==> src/rtl/mul_master.sv <==
// mul_master: requester-side sequencer for the iterative multiplier core.
// Takes one operand pair from an upstream valid/ready port and runs one
// start / wait-for-done / clear sequence on the core. It then returns the
// captured 128-bit product on a downstream valid/ready port.
// Optional feature macro: MUL_MASTER_TIMEOUT_EN. When it is defined, a
// 16-bit WAIT counter abandons the operation after TIMEOUT cycles and flags
// rsp_error. When it is undefined, WAIT exits only on op_done and rsp_error
// is tied low.
module mul_master #(
  parameter int TIMEOUT = 64
) (
  input  logic         clk,
  input  logic         reset_n,
  input  logic         req_valid,
  output logic         req_ready,
  input  logic [63:0]  req_a,
  input  logic [63:0]  req_b,
  output logic [63:0]  multiplicand,
  output logic [63:0]  multiplier,
  output logic         op_start,
  output logic         op_clear,
  input  logic         op_done,
  input  logic [127:0] result,
  output logic         rsp_valid,
  input  logic         rsp_ready,
  output logic [127:0] rsp_result,
  output logic         rsp_error
);

  typedef enum logic [2:0] {
    ST_IDLE  = 3'd0,
    ST_START = 3'd1,
    ST_WAIT  = 3'd2,
    ST_CLEAR = 3'd3,
    ST_RESP  = 3'd4
  } state_e;

  // Reject an out-of-range TIMEOUT at elaboration rather than wrapping the counter.
  if (TIMEOUT < 1 || TIMEOUT > 65535) begin : g_bad_timeout
    $error("mul_master: TIMEOUT must be in 1..65535");
  end

  state_e       state_q, state_d;
  logic [63:0]  mcand_q, mcand_d;
  logic [63:0]  mplier_q, mplier_d;
  logic [127:0] result_q, result_d;

`ifdef MUL_MASTER_TIMEOUT_EN
  localparam logic [15:0] WAIT_LAST = 16'(TIMEOUT - 1);

  logic [15:0]  cnt_q, cnt_d;
  logic         error_q, error_d;
`endif

  // Next-state and datapath update for the request/operation/response sequence.
  always_comb begin
    // NOTE: every variable written here is given its hold value first, so no path can infer a latch.
    state_d  = state_q;
    mcand_d  = mcand_q;
    mplier_d = mplier_q;
    result_d = result_q;
`ifdef MUL_MASTER_TIMEOUT_EN
    cnt_d    = cnt_q;
    error_d  = error_q;
`endif
    case (state_q)
      ST_IDLE: begin
        // req_ready is high for the whole of IDLE, so req_valid alone completes the handshake.
        if (req_valid) begin
          mcand_d  = req_a;
          mplier_d = req_b;
`ifdef MUL_MASTER_TIMEOUT_EN
          error_d  = 1'b0;
`endif
          state_d  = ST_START;
        end
      end
      ST_START: begin
        state_d = ST_WAIT;
`ifdef MUL_MASTER_TIMEOUT_EN
        cnt_d   = '0;
`endif
      end
      ST_WAIT: begin
        // op_done takes priority over counter expiry on the same edge.
        if (op_done) begin
          result_d = result;
          state_d  = ST_CLEAR;
        end
`ifdef MUL_MASTER_TIMEOUT_EN
        else if (cnt_q == WAIT_LAST) begin
          error_d  = 1'b1;
          result_d = '0;
          state_d  = ST_CLEAR;
        end else begin
          cnt_d = cnt_q + 16'd1;
        end
`endif
      end
      ST_CLEAR: state_d = ST_RESP;
      ST_RESP: begin
        if (rsp_ready) begin
          state_d = ST_IDLE;
        end
      end
      // NOTE: unused encodings (5..7) recover to IDLE instead of locking up the sequencer.
      default: state_d = ST_IDLE;
    endcase
  end

  // State and datapath registers; reset discards any operation in flight.
  always_ff @(posedge clk or negedge reset_n) begin
    if (!reset_n) begin
      state_q  <= ST_IDLE;
      mcand_q  <= '0;
      mplier_q <= '0;
      result_q <= '0;
`ifdef MUL_MASTER_TIMEOUT_EN
      cnt_q    <= '0;
      error_q  <= 1'b0;
`endif
    end else begin
      // NOTE: non-blocking assignments keep all registers updating from the same pre-edge values.
      state_q  <= state_d;
      mcand_q  <= mcand_d;
      mplier_q <= mplier_d;
      result_q <= result_d;
`ifdef MUL_MASTER_TIMEOUT_EN
      cnt_q    <= cnt_d;
      error_q  <= error_d;
`endif
    end
  end

  // Moore outputs decoded from the registered state; no input reaches an output combinationally.
  assign req_ready    = (state_q == ST_IDLE);
  assign op_start     = (state_q == ST_START);
  assign op_clear     = (state_q == ST_CLEAR);
  assign rsp_valid    = (state_q == ST_RESP);
  assign multiplicand = mcand_q;
  assign multiplier   = mplier_q;
  assign rsp_result   = result_q;
`ifdef MUL_MASTER_TIMEOUT_EN
  assign rsp_error    = error_q;
`else
  assign rsp_error    = 1'b0;
`endif

endmodule

==> config.mk <==
export PLATFORM = sky130hd
export DESIGN_NAME = mul_master
export DESIGN_NICKNAME = d
export VERILOG_FILES = /design/src/rtl/mul_master.sv
export SDC_FILE = /design/constraint.sdc
export NUM_CORES = 1
export LEC_CHECK = 0
export BUFFER_PORTS_ARGS = -buffer_cell sky130_fd_sc_hd__buf_2
export CAP_MARGIN = 20
export CORE_AREA = 4 4 201 203
export CTS_CLUSTER_DIAMETER = 60
export DETAILED_ROUTE_END_ITERATION = 12
export DIE_AREA = 0 0 205 207
export PLACE_DENSITY = 0.62
export SYNTH_ARGS = -nofsm -noshare
export SYNTH_HDL_FRONTEND = slang
export SYNTH_SLANG_ARGS = --single-unit
==> constraint.sdc <==
create_clock -name clk -period 1.45 [get_ports clk]
set_input_delay 0.145 -clock clk [delete_from_list [all_inputs] [get_ports clk]]
set_output_delay 0.145 -clock clk [all_outputs]
set_load 0.1 [all_outputs]
==> run_results.csv, run 1 <==
group,metric,value,unit
status,status,"complete, but fails checks",
status,violations,"setup timing",
finish,nets,1672,
sta,fin_tns_setup,-76.03,ns
synthesis,syn_avg_cell_area,18.6,sq um
min_path,hold_path_class,"in -> async",
detailed_routing,drtIter0Drc,259,
detailed_routing,wl,34400,microns
finish,num-fill-cells,3300,
finish,synthToLayoutAreaGrowth,73.3,%
finish,diodes,0,
sta,drv_slew,0,
cts,cts.clk_slew.worst_paths,0.06,ns
grt,global_route.overflow_total,0,
floorplanning,floorplan.rows,72,
sta,fmaxAchievable,564,MHz
detailed_routing,drt_first_pass_iters,4,
detailed_routing,drc_errors,0,
critical_path,cp-start-kind,"register",
floorplanning,core,0.0385,sq mm
sta,final.min_clock_period,1.77,ns
grt,grt_use_total,15.4,%
critical_path,timing_worst_setup_path_type,"reg -> reg",
critical_path,end_kind,"register",
grt,antenna_found_initial,0,
place,routabilityCongestion,0.770,
cts,cts_root_buf,"clkbuf_16",
cts,numCtsBuffers,30,
synthesis,ys_seq_elements,259,
grt,grt_start_max_net_pins,50,
critical_path,crit_required,1.88,ns
floorplanning,die_h,207,microns
sta,clock_skew,0.00885,ns
place,numPortBuffers,520,
critical_path,crit_arrival,2.21,ns
sta,hold_viol,0,
cts,cts_buffer_depth,3,
cts,numClockSinks,259,
grt,grt_pass1_vias,9320,
place,place_area,0.0142,sq mm
sta,period_share,122,%
synthesis,ys_seq_area_share,62.5,%
floorplanning,io-pin-count,522,
finish,layout_common_cells,"buf_2 (514), dlygate4sd3_1 (260), dfrtp_1 (258)",
sta,worst_slack,-0.323,ns
detailed_routing,wl_per_cell,17.6,microns
cts,h-tree-depth,1,
sta,holdWs,0.136,ns
sta,rsz0062_at_grt,"yes",
place,dp_hpwl,23000,microns
sta,tightestPinTransition,0.540,ns
cts,cts_tree,"yes",
sta,relSlewSlack,64.3,%
detailed_routing,antenna_left,0,
floorplanning,die_w,205,microns
detailed_routing,viasPerCell,4.17,
finish,final_common_cell,"buf_2",
run,cap_violations,0,
synthesis,synthesis.nets,820,
cts,clkLatencyLatePin,0.55,ns
sta,setup_viol,510,
critical_path,path_max_fanout,21,
detailed_routing,via_count,8143,
finish,final_cell_area,0.0180,sq mm
synthesis,syn_area,0.0104,sq mm
synthesis,yosysWarningCount,0,
floorplanning,initial_utilization,27.0,%
place,pre_cts_ws,-0.206,ns
synthesis,yosysUniqueCellTypes,20,
finish,drive_gt1_share,63.3,%
synthesis,synthCells,559,
critical_path,worst-r2r-cell-count,5,
floorplanning,die_area,0.0424,sq mm
grt,grt_pass1_wl,52700,microns
## flip-flops by register name, summed over array words and instances, names as in the netlist
signal	flops
multiplier	64
state_q	3
rsp_result	128
multiplicand	64
## worst paths after layout
check,startpoint,to,slack (ns)
min,reset_n,multiplier[46],0.14
min in group clk,req_b[29],multiplier[29],0.36
max reg2reg,state_q[0],multiplicand[32],-0.32
max,state_q[0],multiplicand[32],-0.32
min reg2reg,multiplier[50],multiplier[50],0.50
max in group asynchronous,reset_n,rsp_result[83],0.69
## through the flow
step / utilization [%] / cells
2_1_floorplan: - / 559
3_3_place_gp: 36.8 / 1630
3_5_place_dp: 36.8 / 1630
4_1_cts: 46.6 / 1951
5_1_grt: 46.7 / 1953
6_report: 46.7 / 1953
## worst max-delay path, stage by stage (launching register included)
cell and delay, ns:
dfrtp_1 0.40, buf_4 0.15, nor4b_4 0.32, buf_12 0.23, buf_12 0.20, mux2_2 0.35
## cells in the mapped netlist (all sizes together)
cell    instances  area [sq um]
nor3b           2          15.0
inv             1          3.75
nor4b           1          23.8
and4bb          1          16.3
and3b           1          10.0
clkbuf          2          27.5
xnor2           1          8.76
conb            1          3.75
a21o            1          7.51
nor2            1          3.75
mux2i           1          10.0
mux2          256          3330
dfrtp         259          6480
nor3            2          10.0
buf            29           420
## repair_timing
item,4_1_cts,5_1_grt
pin swaps,3,1
hold endpoints to repair,517,0
setup buffers,5,1
resized for setup,15,6
gates cloned,0,1
hold buffers,260,0
setup endpoints to repair,515,515
## final cells by class
type                       instances  area (sq um)  area share, %
clock buffer                      43           921           5.12
clock inverter                    13           131          0.731
inverter                           1          3.75         0.0209
multi-input combinational        268          3730           20.7
sequential                       259          6480           36.1
tap                              518           648           3.61
timing repair buffer             851          6060           33.7
## kinds of logic after synthesis
| kind of cell | Yosys count | synth area share, % |
|---|---|---|
| muxes | 257 | 32.2 |
| buffers and inverters | 32 | 4.35 |
| AOI/OAI and AO/OA | 1 | 0.0724 |
| and+or+nand+nor | 8 | 0.760 |
| DFF | 259 | 62.5 |
| other | 1 | 0.0361 |
| xor gates and xnor gates | 1 | 0.0844 |
## routing by layer
layer | global-route usage (%) | part of all wire (%)
met3 | 3.75 | 7.0
met4 | 5.27 | 3.0
met5 | 0 | 0
met2 | 28.2 | 52
met1 | 17.4 | 38
Power of run 1 is not shown: default switching activity piles up to over one toggle a cycle in this logic, so the estimate is an artifact.
==> run 2, diff against run 1 <==
==> constraint.sdc (replaced) <==
create_clock -name clk -period 1.45 [get_ports clk]
set_input_delay 0.29 -clock clk [delete_from_list [all_inputs] [get_ports clk]]
set_output_delay 0.29 -clock clk [all_outputs]
set_load 0.1 [all_outputs]
==> run 2 against run 1 <==
The run still ends with setup timing left. Sequential share of layout area is 9.2 points lower. Global-route usage is 5.1 points higher. Worst hold slack worse by 0.10 ns. Register-to-register slack worse by 0.15 ns. Critical endpoint is now rsp_result[87].
==> run_results.csv, run 2 (synthesized netlist as in run 1, its figures left out) <==
group,metric,value,unit
grt,global_route.overflow_total,0,
place,placed_cells,1611,
critical_path,crit_family,"buffers and inverters",
grt,antenna_found_initial,3,
finish,largest_reg_flops,128,
sta,hold_viol,0,
cts,cts_buffer_depth,3,
detailed_routing,wl,49400,microns
sta,period_share,132,%
finish,drive_gt1_share,68.6,%
place,dp_hpwl,22600,microns
floorplanning,die_h,207,microns
sta,drv_slew,0,
place,numPortBuffers,520,
critical_path,slowest_stage,"dfrtp_2",
grt,grt_start_max_net_pins,58,
detailed_routing,antenna_left,0,
floorplanning,die_area,0.0424,sq mm
critical_path,timing_worst_setup_path_type,"reg -> reg",
cts,clkLatencyLatePin,0.55,ns
detailed_routing,viasPerCell,4.36,
sta,clock_skew,0.0260,ns
cts,cts_tree,"yes",
min_path,min_path_cells,2,
finish,layout_common_cells,"buf_12 (293), buf_2 (259), dlygate4sd3_1 (254)",
critical_path,cpMostUsedCell,"buf_12",
detailed_routing,wl_per_cell,23.0,microns
cts,numCtsBuffers,29,
cts,cts.clk_slew.worst_paths,0.07,ns
sta,rsz0062_at_grt,"yes",
detailed_routing,drtIter0Drc,371,
floorplanning,core,0.0385,sq mm
critical_path,cp-start-kind,"register",
critical_path,crit_cells,7,
min_path,hold_path_class,"in -> reg",
sta,worst_slack,-0.471,ns
sta,final.min_clock_period,1.92,ns
floorplanning,floorplan.rows,72,
place,pre_cts_ws,-0.257,ns
cts,h-tree-depth,1,
grt,grt_pass1_wl,67300,microns
place,routabilityCongestion,0.785,
critical_path,worst-r2r-cell-count,7,
detailed_routing,via_count,9350,
critical_path,cp_num_buf_inv,5,
finish,synthToLayoutAreaGrowth,133,%
floorplanning,die_w,205,microns
floorplanning,initial_utilization,27.0,%
critical_path,cpPeakStageDelay,0.42,ns
detailed_routing,drc_errors,0,
finish,nets,1863,
sta,fmaxAchievable,521,MHz
critical_path,cp_cell_sequence,"buf_4 -> and4bb_4 -> buf_12 -> buf_12 -> buf_12 -> clkbuf_16 -> mux2_4",
status,violations,"setup timing",
floorplanning,io-pin-count,522,
sta,setup_viol,329,
finish,final_util,62.8,%
grt,grt_use_total,20.5,%
cts,numClockSinks,259,
critical_path,crit_arrival,2.34,ns
critical_path,crit_required,1.87,ns
cts,cts_root_buf,"clkbuf_16",
critical_path,rrSetupSlack,-0.47,ns
status,status,"complete, but fails checks",
critical_path,path_max_fanout,6,
finish,final_common_cell,"buf_12",
grt,grt_pass1_vias,10729,
critical_path,end_kind,"register",
detailed_routing,drt_first_pass_iters,4,
finish,instances_no_fill,2146,
run,cap_violations,0,
## run 2: stage by stage
step                      setup TNS (ns)  instance area, sq um  hold slack (ns)
final                             -93.97                 24200           0.0363
after detailed placement          -47.08                 14500            0.180
after CTS                         -92.09                 23200         0.000743
after floorplan                   -35.67                 10900         -0.00559
after global routing             -115.91                 24200          0.00748
after global placement            -41.99                 14500            0.171
## run 2: final cells by class
type	instances	area [sq um]
Multi-Input combinational cell	268	3930
Clock inverter	13	158
Inverter	1	3.75
Clock buffer	40	857
Antenna cell	4	10.0
Sequential cell	259	6500
Tap cell	518	648
Fill cell	2452	14300
Timing Repair Buffer	1043	12100
## run 2: worst paths after layout
check,from,end
setup / recovery,state_q[2],rsp_result[87]
hold / removal,req_b[59],multiplier[59]
setup reg to reg,state_q[2],rsp_result[87]
hold reg to reg,rsp_result[118],rsp_result[118]
max in group asynchronous,reset_n,rsp_result[88]
min in group asynchronous,reset_n,rsp_result[40]
## run 2: per-layer routing
metal  routed length (microns)  part of all wire [%]  GRT usage, %  vias to the layer above
met4                      2580                   5.2          9.29                        0
met2                     25800                    52          36.9                      462
met3                      3470                   7.0          5.74                      125
met1                     17500                    36          22.2                     4705
li1                          -                     -             -                     4058
met5                         0                     0             0                        -
## run 2: repair_timing
action                      CTS  global route
gates resized for setup    1017            34
cloned                       18             5
pin swaps                     4             2
buffers inserted            102           108
setup endpoints to repair   514           516
hold endpoints to repair    510             2
hold buffers                252             2
## run 2: worst register-to-register path, delay by kind of cell (launching register included)
family	cells	cell delay [ns]
simple gates	1	0.37
buf+inv	5	0.69
mux	1	0.30
flops	1	0.42
Power of run 2 is left out for the same reason.
